$ cat config.mk
export PLATFORM = sky130hd
export DESIGN_NAME = controladora_multizona
export DESIGN_NICKNAME = d
export VERILOG_FILES = /design/src/rtl/iluminacao_pkg.sv /design/src/rtl/zona_iluminacao.sv /design/src/rtl/controladora_multizona.sv
export SDC_FILE = /design/constraint.sdc
export NUM_CORES = 1
export LEC_CHECK = 0
export CELL_PAD_IN_SITES_DETAIL_PLACEMENT = 0
export CELL_PAD_IN_SITES_GLOBAL_PLACEMENT = 1
export CORE_UTILIZATION = 40
export DETAILED_ROUTE_END_ITERATION = 12
export PLACE_DENSITY = 0.68
export SKIP_CTS_REPAIR_TIMING = 1
export SYNTH_ARGS = -nofsm -noshare
export SYNTH_HDL_FRONTEND = slang
export SYNTH_SLANG_ARGS = --single-unit
$ cat constraint.sdc
create_clock -name clk -period 5.55 [get_ports clk]
set_input_delay 1.11 -clock clk [delete_from_list [all_inputs] [get_ports clk]]
set_output_delay 1.11 -clock clk [all_outputs]
set_load 0.005 [all_outputs]
$ cat src/rtl/iluminacao_pkg.sv
// Shared types for the multi-zone lighting controller: button/lamp FSM states
// and the counter-width helper used by every zone.
package iluminacao_pkg;

    typedef enum logic [1:0] {
        OCIOSO,
        DEBOUNCE,
        CURTO,
        LONGO
    } botao_estado_t;

    typedef enum logic [1:0] {
        DESL_AUTO,
        LIG_AUTO,
        LIG_MAN,
        DESL_MAN
    } lampada_estado_t;

    // One counter width serves both the press timer and the idle timer.
    function automatic int largura_contador(input int t_modo, input int t_desligar);
        return $clog2(((t_modo > t_desligar) ? t_modo : t_desligar) + 1);
    endfunction

endpackage

$ cat src/rtl/zona_iluminacao.sv
// One lighting zone: input synchronizers, press classifier and lamp FSM.
// Optional macro CONTROLADORA_AVISO_EN enables the pre-shutdown warning output.
module zona_iluminacao
    import iluminacao_pkg::*;
#(
    parameter int DEBOUNCE_P        = 300,
    parameter int SWITCH_MODE_MIN_T = 5000,
    parameter int AUTO_SHUTDOWN_T   = 30000,
    parameter int WARN_T            = 1000
) (
    input  logic clk,
    input  logic rst,
    input  logic i_infravermelho,
    input  logic i_push_button,
    input  logic i_desligar_todos,
    output logic o_led,
    output logic o_saida,
    output logic o_aviso
);

    localparam int CW = largura_contador(SWITCH_MODE_MIN_T, AUTO_SHUTDOWN_T);
    localparam logic [CW-1:0] UM        = CW'(1);
    localparam logic [CW-1:0] DEB_FIM   = CW'(DEBOUNCE_P - 1);
    localparam logic [CW-1:0] LONGO_FIM = CW'(SWITCH_MODE_MIN_T - 1);
    localparam logic [CW-1:0] BOTAO_MAX = CW'(SWITCH_MODE_MIN_T);
    localparam logic [CW-1:0] OCIO_FIM  = CW'(AUTO_SHUTDOWN_T - 1);
    localparam logic [CW-1:0] OCIO_MAX  = CW'(AUTO_SHUTDOWN_T);

    logic [1:0]      r_ir_sync, r_pb_sync;
    botao_estado_t   r_botao_estado, w_botao_prox;
    lampada_estado_t r_lamp_estado, w_lamp_prox;
    logic [CW-1:0]   r_botao_cnt, w_botao_cnt_prox;
    logic [CW-1:0]   r_ocio_cnt, w_ocio_cnt_prox;
    logic            w_presenca, w_botao;
    logic            w_pulso_curto, w_pulso_longo, w_timeout;

    assign w_presenca = r_ir_sync[1];
    assign w_botao    = r_pb_sync[1];

    // NOTE: state uses non-blocking assignments so every flop samples pre-edge values.
    always_ff @(posedge clk or posedge rst) begin
        if (rst) begin
            r_ir_sync      <= '0;
            r_pb_sync      <= '0;
            r_botao_estado <= OCIOSO;
            r_botao_cnt    <= '0;
            r_lamp_estado  <= DESL_AUTO;
            r_ocio_cnt     <= '0;
        end else begin
            r_ir_sync      <= {r_ir_sync[0], i_infravermelho};
            r_pb_sync      <= {r_pb_sync[0], i_push_button};
            r_botao_estado <= w_botao_prox;
            r_botao_cnt    <= w_botao_cnt_prox;
            r_lamp_estado  <= w_lamp_prox;
            r_ocio_cnt     <= w_ocio_cnt_prox;
        end
    end

    // NOTE: every comb output gets a default first, so no path can infer a latch.
    always_comb begin
        w_botao_prox = r_botao_estado;
        case (r_botao_estado)
            OCIOSO:   if (w_botao) w_botao_prox = DEBOUNCE;
            DEBOUNCE: if (!w_botao) w_botao_prox = OCIOSO;
                      else if (r_botao_cnt >= DEB_FIM) w_botao_prox = CURTO;
            CURTO:    if (!w_botao) w_botao_prox = OCIOSO;
                      else if (r_botao_cnt >= LONGO_FIM) w_botao_prox = LONGO;
            LONGO:    if (!w_botao) w_botao_prox = OCIOSO;
            default:  w_botao_prox = OCIOSO;
        endcase

        // Press timer runs across DEBOUNCE and CURTO and saturates in LONGO.
        w_botao_cnt_prox = '0;
        if (w_botao && (r_botao_estado != OCIOSO))
            w_botao_cnt_prox = (r_botao_cnt < BOTAO_MAX) ? r_botao_cnt + UM : r_botao_cnt;
    end

    always_comb begin
        w_pulso_curto = (r_botao_estado == CURTO) && !w_botao;
        w_pulso_longo = (r_botao_estado == LONGO) && !w_botao;
    end

    assign w_timeout = (r_lamp_estado == LIG_AUTO) && !w_presenca && (r_ocio_cnt >= OCIO_FIM);

    always_comb begin
        w_lamp_prox = r_lamp_estado;
        if (i_desligar_todos)
            w_lamp_prox = DESL_AUTO;
        else if (w_pulso_longo)
            w_lamp_prox = (r_lamp_estado inside {DESL_AUTO, LIG_AUTO}) ? DESL_MAN : LIG_AUTO;
        else if (w_timeout)
            w_lamp_prox = DESL_AUTO;
        else if (w_pulso_curto && (r_lamp_estado inside {LIG_MAN, DESL_MAN}))
            w_lamp_prox = (r_lamp_estado == LIG_MAN) ? DESL_MAN : LIG_MAN;
        else if (w_presenca && (r_lamp_estado == DESL_AUTO))
            w_lamp_prox = LIG_AUTO;

        // Idle timer only survives while staying in LIG_AUTO without presence.
        w_ocio_cnt_prox = '0;
        if ((r_lamp_estado == LIG_AUTO) && (w_lamp_prox == LIG_AUTO) && !w_presenca)
            w_ocio_cnt_prox = (r_ocio_cnt < OCIO_MAX) ? r_ocio_cnt + UM : r_ocio_cnt;
    end

`ifdef CONTROLADORA_AVISO_EN
    localparam logic [CW-1:0] AVISO_INI = CW'(AUTO_SHUTDOWN_T - WARN_T);
`endif

    always_comb begin
        o_led   = r_lamp_estado inside {LIG_MAN, DESL_MAN};
        o_saida = r_lamp_estado inside {LIG_AUTO, LIG_MAN};
`ifdef CONTROLADORA_AVISO_EN
        o_aviso = (r_lamp_estado == LIG_AUTO) && (r_ocio_cnt >= AVISO_INI);
`else
        o_aviso = 1'b0;
`endif
    end

endmodule

$ cat src/rtl/controladora_multizona.sv
// Multi-zone lighting controller top: N_ZONAS independent zones sharing desligar_todos.
// Optional macro CONTROLADORA_AVISO_EN enables the per-zone warning output.
module controladora_multizona #(
    parameter int N_ZONAS           = 4,
    parameter int DEBOUNCE_P        = 300,
    parameter int SWITCH_MODE_MIN_T = 5000,
    parameter int AUTO_SHUTDOWN_T   = 30000,
    parameter int WARN_T            = 1000
) (
    input  logic               clk,
    input  logic               rst,
    input  logic [N_ZONAS-1:0] infravermelho,
    input  logic [N_ZONAS-1:0] push_button,
    input  logic               desligar_todos,
    output logic [N_ZONAS-1:0] led,
    output logic [N_ZONAS-1:0] saida,
    output logic [N_ZONAS-1:0] aviso
);

    for (genvar g = 0; g < N_ZONAS; g++) begin : g_zona
        zona_iluminacao #(
            .DEBOUNCE_P       (DEBOUNCE_P),
            .SWITCH_MODE_MIN_T(SWITCH_MODE_MIN_T),
            .AUTO_SHUTDOWN_T  (AUTO_SHUTDOWN_T),
            .WARN_T           (WARN_T)
        ) u_zona (
            .clk             (clk),
            .rst             (rst),
            .i_infravermelho (infravermelho[g]),
            .i_push_button   (push_button[g]),
            .i_desligar_todos(desligar_todos),
            .o_led           (led[g]),
            .o_saida         (saida[g]),
            .o_aviso         (aviso[g])
        );
    end

endmodule
==> results.txt, run 1 <==
----------------------------------------------------
[Synth]
  Synth area leaders ... sky130_fd_sc_hd__dfrtp_1, sky130_fd_sc_hd__nor2_1, sky130_fd_sc_hd__xor2_1
  Count of state elements after synthesis ... 152
  Number of library cell types mapped by synthesis ... 69
  Synth top cells by count ... sky130_fd_sc_hd__dfrtp_1, sky130_fd_sc_hd__nor2_1, sky130_fd_sc_hd__nand2_1
  Most used flip-flop cell after synthesis ... sky130_fd_sc_hd__dfrtp_1
  Post-synthesis instance area ... 8270 µm²
  Warnings from Yosys ... 0
  Avg Synthesized Cell Area ... 9.35 µm²
  Share of synthesized area occupied by flip-flops and latches ... 46.0%
  Share of flip-flops with an asynchronous set or reset after synthesis ... 100%
  Post-synthesis cell type with the largest combined area ... sky130_fd_sc_hd__dfrtp_1
  Cell count after synthesis ... 885
  Area fraction of the dominant cell type after synthesis ... 46.0%
  Most instantiated library cell after synthesis ... sky130_fd_sc_hd__dfrtp_1
  Number of synthesized flops with an enable pin ... 0

[Timing]
  Number of hold violations in the final report ... 0
  Slew Viols, Final ... 0
  Setup slack of the critical path after layout ... 2560 ps
  Max Clock Skew ... 10.6 ps
  Unrepaired setup endpoints after global routing ... false
  Minimum clock period ... 2990 ps
  Setup TNS after final layout ... 0 ps
  Worst relative slew slack ... 22.0%
  Final setup violation count ... 0
  Max frequency ... 335 MHz
  Actual slew at the worst max-slew pin ... 1170 ps
  Ratio of final minimum period to clock period ... 53.8%

[Die]
  Count of standard-cell rows ... 52
  Die height ... 146 µm
  Total Die Area ... 21300 µm²
  Width of the die ... 146 µm
  # IOs ... 23
  Initial standard-cell utilization of the core ... 40.9%
  Core footprint ... 20200 µm²

[Final layout]
  Filler instances ... 1939
  Relative area change from synthesis to final layout ... 11.2%
  Share of post-route cells with drive strength above 1 ... 6.01%
  Number of nets in the layout ... 922
  Antenna diodes ... 0
  Number of standard cells in the final layout excluding fillers ... 1169
  Finished layout cell area ... 9200 µm²

[Detailed routing]
  Violation count after the first detailed-route iteration ... 195
  1st-pass router iterations ... 4
  Drc violations ... 0
  Drt via density ... 5.42
  Remaining number of nets flagged by the antenna check after routing ... 0
  Via count of the routed design ... 6331
  Mean routed wirelength per cell ... 14.4 µm
  Wire length reported by the detailed router ... 16900 µm

[Worst hold path]
  Hold_sp ... g_zona[2].u_zona.r_pb_sync[0]
  Number of cells traversed by the worst hold path ... 0
  Sink of the worst hold path ... g_zona[2].u_zona.r_pb_sync[1]
  HP Class ... reg2reg

[GRT]
  Number of antenna violations at the first check in global routing ... 0
  Total grt overflow ... 0
  First-pass GRT wire length ... 30100 µm
  Number of global-route vias before repair ... 6257
  Maximum number of pins on one net before global-route repair ... 90
  All-layer global routing usage ... 17.1%

[Setup path]
  Kind of end point of the critical path ... output pin
  Worst reg-to-reg path cell count ... 6
  R2R Path End ... g_zona[0].u_zona.r_ocio_cnt[9]
  Worst R2R Setup Slack ... 2950 ps
  Slowest stage delay, CP ... 460 ps
  Worst setup path class ... reg2out
  Cells traversed along the worst timing path ... inv_1 -> ha_1 -> or2_2 -> clkdlybuf4s50_1
  Cell type of the slowest stage on the worst timing path ... sky130_fd_sc_hd__clkdlybuf4s50_1
  Data arrival time of the critical path ... 1880 ps
  Biggest fanout along the worst timing path ... 4
  Reg-to-Reg Start ... g_zona[0].u_zona.r_ocio_cnt[0]
  Required @ worst endpoint ... 4440 ps
  Startpoint Class ... flop

[Place]
  Detail Placement HPWL ... 11400 µm
  Global placer's final weighted congestion ... 0.826
  Post-detailed-placement cell area ... 8620 µm²
  Placed Instances ... 1138
  Setup WS pre-CTS ... 2160 ps
  Port buffer count ... 18

[Pwr]
  Pwr per Cell Area ... 289 nW/µm²
  Maximum vdd drop ... 0.183 mV
  Leak Pwr ... 0.00362 µW

[Clock tree]
  CTS tree ... done
  Count of clock tree sinks ... 152
  Clock latency reported for the late side of the worst-skew pair ... 420 ps
  Number of clock buffers inserted by TritonCTS ... 17
  Clock-pin slew of the registers on the worst-case setup and hold paths ... 60 ps
  CTS H-tree lvls ... 4
  Clock buffer depth ... 2
  CTS root buffer ... sky130_fd_sc_hd__clkbuf_16

[Outcome]
  Status ... finished, final reports clean

[Job]
  Number of max-cap violations ... 0

----------------------------------------------------
==> metal layers <==
metal / vias to the layer above / global-route usage, % / share of wire (%)
met3: 14 / 3.82 / 2.5
met5: - / 0 / 0
li1: 3174 / - / -
met2: 60 / 27.2 / 47
met1: 3083 / 23.4 / 50
met4: 0 / 4.47 / 0.93
==> power breakdown <==
| part | internal (µW) | switching (µW) | leakage (µW) |
|---|---|---|---|
| sequential | 1160 | 68.2 | 0.00207 |
| combinational | 123 | 170 | 0.00128 |
| clock | 683 | 454 | 0.000270 |
==> stage by stage <==
| step | util (%) | hold slack (ps) | power (µW) |
|---|---|---|---|
| 2_1_floorplan | - | 331 | 1450 |
| 6_report | 45.5 | 349 | 2660 |
| 4_1_cts | 45.5 | 349 | 2690 |
| 5_1_grt | 45.5 | 369 | 2790 |
| 3_5_place_dp | 42.6 | 335 | 1540 |
| 3_3_place_gp | 42.6 | 336 | 1530 |
==> how the worst max path moves through the flow <==
stage | start | slack [ps] | to | cells past startpoint
2_1_floorplan | rst | 350 | g_zona[0].u_zona.r_botao_cnt[0] | 1
3_3_place_gp | desligar_todos | 2180 | g_zona[2].u_zona.r_ocio_cnt[12] | 4
3_5_place_dp | desligar_todos | 2160 | g_zona[0].u_zona.r_ocio_cnt[9] | 4
4_1_cts | g_zona[3].u_zona.r_lamp_estado[0] | 2530 | led[3] | 4
5_1_grt | desligar_todos | 2280 | g_zona[0].u_zona.r_ocio_cnt[8] | 4
6_report | g_zona[3].u_zona.r_lamp_estado[0] | 2560 | led[3] | 4
==> critical path, delay by kind of cell (launching register included) <==
kind          cells  cell delay, ps
flops             1             390
fa+ha+maj         1             210
simple gates      1             300
buf+inv           2             570
==> area by class of cell <==
class / count / area, µm² / share of cell area (%)
clock buffers: 20 / 457 / 4.96
clock inverters: 11 / 125 / 1.36
inverters: 31 / 121 / 1.32
multi-input cells: 662 / 4140 / 45.0
flip-flops and latches: 152 / 3800 / 41.3
well taps: 270 / 338 / 3.67
repair buffers: 23 / 218 / 2.37
==> cells in the final DEF (no fill, tap or decap), drive strengths merged, types with 5 or more instances in the layout <==
cell,synthesis,final
xnor2,36,36
inv,31,31
nor3,36,36
or2,9,9
clkbuf,27,20
dfrtp,152,152
and3,14,14
nor2b,8,8
nand4,25,25
o2111ai,15,15
nor2,124,124
a211oi,13,13
nand2,57,57
nand2b,5,5
nand3,27,27
or3,14,14
mux2i,7,7
nand3b,5,5
o21ai,44,44
xor2,41,41
a2111oi,6,6
o21a,5,5
and2,7,7
buf,16,5
o211ai,15,15
a21oi,38,38
a211o,5,5
clkdlybuf4s50,0,18
ha,24,24
clkinvlp,0,5
and4,10,10
nor4,17,17
==> cells by family after synthesis <==
| family | synth area share [%] |
|---|---|
| multiplexers | 0.847 |
| XOR/XNOR | 8.15 |
| AND/OR/NAND/NOR | 22.5 |
| buffers and inverters | 4.13 |
| flip-flops | 46.0 |
| other | 0.0453 |
| adder cells (fa/ha/maj) | 3.63 |
| AO/OA/AOI/OAI | 14.7 |
==> state kept, by name (all words and copies together) (netlist names) <==
register / count
g_zona.u_zona.r_ir_sync: 8
g_zona.u_zona.r_ocio_cnt: 60
g_zona.u_zona.r_botao_cnt: 60
g_zona.u_zona.r_pb_sync: 8
g_zona.u_zona.r_lamp_estado: 8
g_zona.u_zona.r_botao_estado: 8
(Power assumes the default switching activity.)
==> run 2, diff against run 1 <==
==> constraint.sdc (replaced) <==
create_clock -name clk -period 3.05 [get_ports clk]
set_input_delay 0.61 -clock clk [delete_from_list [all_inputs] [get_ports clk]]
set_output_delay 0.61 -clock clk [all_outputs]
set_load 0.005 [all_outputs]
==> results.txt, run 2 (synthesis gave the netlist of run 1 again) <==
----------------------------------------------------
[Worst hold path]
  HP Class ... reg2reg
  Hold_sp ... g_zona[2].u_zona.r_pb_sync[0]

[Final layout]
  Number of standard cells in the final layout excluding fillers ... 1171
  Most common cell after layout, fill and taps aside ... sky130_fd_sc_hd__dfrtp_1
  Antenna diodes ... 0
  Relative area change from synthesis to final layout ... 12.3%
  Share of post-route cells with drive strength above 1 ... 6.22%
  Largest registers ... g_zona.u_zona.r_botao_cnt x60, g_zona.u_zona.r_ocio_cnt x60
  Sequential cell area ... 3800 µm²
  Filler instances ... 1894
  Number of nets in the layout ... 927
  Combined area of the multi-input logic cells ... 4140 µm²
  Commonest non-fill, non-tap cells in the layout ... sky130_fd_sc_hd__dfrtp_1, sky130_fd_sc_hd__nor2_1, sky130_fd_sc_hd__nand2_1, sky130_fd_sc_hd__xor2_1

[GRT]
  Total grt overflow ... 0
  Number of antenna violations at the first check in global routing ... 0
  All-layer global routing usage ... 17.5%
  First-pass GRT wire length ... 30600 µm
  Maximum number of pins on one net before global-route repair ... 153
  Number of global-route vias before repair ... 6571

[Setup path]
  Critical Path Start ... g_zona[2].u_zona.r_lamp_estado[0]
  Required @ worst endpoint ... 2440 ps
  Startpoint Class ... flop
  Kind of end point of the critical path ... output pin
  Biggest fanout along the worst timing path ... 4
  Worst setup path class ... reg2out
  Reg-to-Reg Start ... g_zona[3].u_zona.r_botao_cnt[5]
  Data arrival time of the critical path ... 1890 ps

[Pwr]
  Pwr per Cell Area ... 542 nW/µm²
  Leak Pwr ... 0.00367 µW
  Maximum vdd drop ... 0.355 mV

[Job]
  Number of max-cap violations ... 0

[Die]
  Count of standard-cell rows ... 52
  Width of the die ... 146 µm
  Total Die Area ... 21300 µm²
  Core footprint ... 20200 µm²
  # IOs ... 23
  Die height ... 146 µm
  Initial standard-cell utilization of the core ... 40.9%

[Detailed routing]
  Mean routed wirelength per cell ... 14.9 µm
  Remaining number of nets flagged by the antenna check after routing ... 0
  1st-pass router iterations ... 4
  Wire length reported by the detailed router ... 17400 µm
  Violation count after the first detailed-route iteration ... 327
  Drc violations ... 0
  Via count of the routed design ... 6470
  Drt via density ... 5.53

[Timing]
  Max frequency ... 400 MHz
  Minimum clock period ... 2500 ps
  Actual slew at the worst max-slew pin ... 1100 ps
  Slew Viols, Final ... 0
  Unrepaired setup endpoints after global routing ... false
  Number of hold violations in the final report ... 0
  Worst relative slew slack ... 26.3%
  Ratio of final minimum period to clock period ... 81.9%
  Setup TNS after final layout ... 0 ps
  Final setup violation count ... 0
  Max Clock Skew ... 9.74 ps

[Clock tree]
  Count of clock tree sinks ... 152
  Clock-pin slew of the registers on the worst-case setup and hold paths ... 60 ps
  Number of clock buffers inserted by TritonCTS ... 17
  CTS tree ... done
  Clock latency reported for the late side of the worst-skew pair ... 420 ps
  Clock buffer depth ... 2
  CTS H-tree lvls ... 4
  CTS root buffer ... sky130_fd_sc_hd__clkbuf_16

[Place]
  Port buffer count ... 18
  Global placer's final weighted congestion ... 0.797
  Detail Placement HPWL ... 11600 µm
  Placed Instances ... 1143

[Outcome]
  Status ... finished, final reports clean

----------------------------------------------------
==> run 2: cell types whose count changed in the layout (fill, tap and decap cells not counted), sizes merged <==
cell      change
buf           +5
bufinv        +3
clkbuf        -1
clkinv        -1
clkinvlp      -3
inv           -1
==> run 2: critical path, cell delays in order (launching register included) <==
cell	delay (ps)
sky130_fd_sc_hd__dfrtp_1	400
sky130_fd_sc_hd__inv_1	100
sky130_fd_sc_hd__ha_1	210
sky130_fd_sc_hd__or2_2	310
sky130_fd_sc_hd__clkdlybuf4s50_1	460
==> run 2: report_power, final <==
group	internal, µW	total (µW)	leakage, µW	switching [µW]
logic	226	535	0.00130	309
registers	2110	2230	0.00207	122
clock network	1450	2260	0.000301	806
total	3790	5030	0.00367	1240
==> run 2: area by class of cell <==
type / count / area share, %
Sequential cell: 152 / 41.0
Clock inverter: 9 / 1.90
Clock buffer: 19 / 4.77
Inverter: 31 / 1.29
Multi-Input combinational cell: 662 / 44.6
Timing Repair Buffer: 28 / 2.88
Tap cell: 270 / 3.64
==> run 2: final timing paths <==
path	to	slack, ps	cells after the start
max	led[2]	550	4
max reg2reg	g_zona[3].u_zona.r_botao_cnt[10]	820	5
min reg2reg	g_zona[2].u_zona.r_pb_sync[1]	350	0
min	g_zona[2].u_zona.r_pb_sync[1]	350	0
max in group asynchronous	g_zona[0].u_zona.r_botao_cnt[13]	1600	3
min in group asynchronous	g_zona[2].u_zona.r_ir_sync[1]	700	3
==> run 2: metal layers <==
metal  wire length [µm]  vias to the layer above  global-route usage [%]
met2               8650                       82                    30.1
met5                  0                        -                       0
met3                467                       13                    3.76
met1               8130                     3192                    21.7
li1                   -                     3183                       -
met4                159                        0                    5.79
==> run 2: stage by stage <==
stage               utilization [%]  hold WS (ps)  worst slack (ps)  total power [µW]  area [µm²]
finish                         45.9           348               552              5030        9290
global placement               42.8           334               807              2790        8670
floorplan                         -           331               523              2640        8290
CTS                            45.9           349               522              5120        9290
global route                   45.9           354               453              5280        9290
detailed placement             42.8           336               785              2810        8670
==> run 3, diff against run 2 <==
--- a/config.mk
+++ b/config.mk
@@ -9,7 +9,7 @@
 export CELL_PAD_IN_SITES_GLOBAL_PLACEMENT = 1
 export CORE_UTILIZATION = 40
 export DETAILED_ROUTE_END_ITERATION = 12
-export PLACE_DENSITY = 0.68
+export PLACE_DENSITY = 0.7
 export SKIP_CTS_REPAIR_TIMING = 1
 export SYNTH_ARGS = -nofsm -noshare
 export SYNTH_HDL_FRONTEND = slang
==> constraint.sdc (replaced) <==
create_clock -name clk -period 2.15 [get_ports clk]
set_input_delay 0.43 -clock clk [delete_from_list [all_inputs] [get_ports clk]]
set_output_delay 0.43 -clock clk [all_outputs]
set_load 0.005 [all_outputs]
==> results.txt, run 3 (synthesis gave the netlist of run 1 again) <==
----------------------------------------------------
[Final layout]
  Filler instances ... 1889
  Combined area of the multi-input logic cells ... 4200 µm²
  Relative area change from synthesis to final layout ... 17.5%
  Most common cell after layout, fill and taps aside ... sky130_fd_sc_hd__dfrtp_1
  Antenna diodes ... 0
  Largest registers ... g_zona.u_zona.r_botao_cnt x60, g_zona.u_zona.r_ocio_cnt x60
  Number of nets in the layout ... 969
  Core Util, Final ... 48.0%
  Sequential cell area ... 3810 µm²
  Share of post-route cells with drive strength above 1 ... 11.9%
  Commonest non-fill, non-tap cells in the layout ... sky130_fd_sc_hd__dfrtp_1, sky130_fd_sc_hd__nor2_1, sky130_fd_sc_hd__nand2_1, sky130_fd_sc_hd__buf_4, sky130_fd_sc_hd__xor2_1

[Timing]
  Final setup violation count ... 0
  Max frequency ... 478 MHz
  Worst relative slew slack ... 27.8%
  Max Clock Skew ... 12.1 ps
  Slew Viols, Final ... 0
  Actual slew at the worst max-slew pin ... 1080 ps
  Number of hold violations in the final report ... 0
  Setup slack of the critical path after layout ... 57.2 ps
  Minimum clock period ... 2090 ps
  Ratio of final minimum period to clock period ... 97.3%

[Pwr]
  Maximum vdd drop ... 0.570 mV
  Pwr per Cell Area ... 745 nW/µm²
  Leak Pwr ... 0.00399 µW

[Place]
  Port buffer count ... 18
  Setup WS pre-CTS ... 65.0 ps
  Detail Placement HPWL ... 11600 µm
  Global placer's final weighted congestion ... 0.767

[Clock tree]
  Clock-pin slew of the registers on the worst-case setup and hold paths ... 60 ps
  CTS root buffer ... sky130_fd_sc_hd__clkbuf_16
  Number of clock buffers inserted by TritonCTS ... 17
  CTS tree ... done
  Clock latency reported for the late side of the worst-skew pair ... 420 ps
  Count of clock tree sinks ... 152
  Clock buffer depth ... 2
  CTS H-tree lvls ... 4

[Die]
  Die height ... 146 µm
  # IOs ... 23
  Total Die Area ... 21300 µm²
  Width of the die ... 146 µm
  Core footprint ... 20200 µm²
  Initial standard-cell utilization of the core ... 40.9%
  Count of standard-cell rows ... 52

[Setup path]
  Kind of end point of the critical path ... output pin
  Data arrival time of the critical path ... 1660 ps
  Required @ worst endpoint ... 1720 ps
  Worst setup path class ... reg2out
  Startpoint Class ... flop
  Biggest fanout along the worst timing path ... 4
  Worst R2R Setup Slack ... 130 ps
  Worst reg-to-reg path cell count ... 8
  Critical Path Start ... g_zona[2].u_zona.r_lamp_estado[1]
  Reg-to-Reg Start ... g_zona[1].u_zona.r_lamp_estado[0]
  R2R Path End ... g_zona[1].u_zona.r_ocio_cnt[7]

[Detailed routing]
  1st-pass router iterations ... 4
  Mean routed wirelength per cell ... 14.1 µm
  Drc violations ... 0
  Drt via density ... 5.25
  Violation count after the first detailed-route iteration ... 241
  Via count of the routed design ... 6378
  Remaining number of nets flagged by the antenna check after routing ... 0
  Wire length reported by the detailed router ... 17200 µm

[GRT]
  Total grt overflow ... 0
  All-layer global routing usage ... 17.3%
  Number of global-route vias before repair ... 6254
  Maximum number of pins on one net before global-route repair ... 64
  Number of antenna violations at the first check in global routing ... 0
  First-pass GRT wire length ... 30200 µm

[Worst hold path]
  HP Class ... in2async

[Outcome]
  Status ... finished, final reports clean

[Job]
  Number of max-cap violations ... 0

----------------------------------------------------
run 3: cell types whose count changed in the layout (fill, tap and decap cells not counted), sizes merged:
cell	change
buf	+42
clkdlybuf4s50	-5
dlymetal6s2s	+5
clkbuf	+2
run 3: power breakdown:
group	internal [µW]	total [µW]	switching (µW)
combinational	385	845	459
clock	2100	3230	1130
sequential	3000	3170	170
total	5480	7240	1760
run 3: metrics by stage:
stage	TNS, ps	area, µm²	power (µW)	hold WS [ps]	instances
floorplan	-29940	8290	3750	331	888
global placement	0	8950	4010	337	1178
detailed placement	0	8950	4010	335	1178
CTS	-737	9590	7300	293	1208
global route	-23.4	9720	7600	299	1215
finish	0	9720	7240	310	1215
run 3: area by class of cell:
type	count	area share [%]
inverter	31	1.24
sequential	152	39.2
timing repair buffer	70	6.39
multi-input combinational	662	43.2
clock inverter	9	1.78
clock buffer	21	4.74
tap	270	3.48
run 3: worst max path at each step:
stage | end | slack [ps] | cells after the start
2_1_floorplan | g_zona[0].u_zona.r_botao_cnt[0] | -200 | 1
3_3_place_gp | g_zona[2].u_zona.r_ocio_cnt[12] | 70 | 5
3_5_place_dp | g_zona[2].u_zona.r_ocio_cnt[12] | 70 | 5
4_1_cts | led[3] | -200 | 4
5_1_grt | saida[2] | -10 | 3
6_report | saida[2] | 60 | 3
run 3: routing by layer:
metal,vias to the layer above,track usage (%),share of wire [%]
met1,3059,23.9,51
li1,3250,-,-
met5,-,0,0
met3,12,3.48,2.4
met4,0,5.84,1.1
met2,57,27.0,46
run 3: worst max-delay path: stages, from the launching register on:
cell                              delay (ps)
sky130_fd_sc_hd__dfrtp_1                 410
sky130_fd_sc_hd__inv_2                    70
sky130_fd_sc_hd__ha_4                    270
sky130_fd_sc_hd__clkdlybuf4s50_1         490
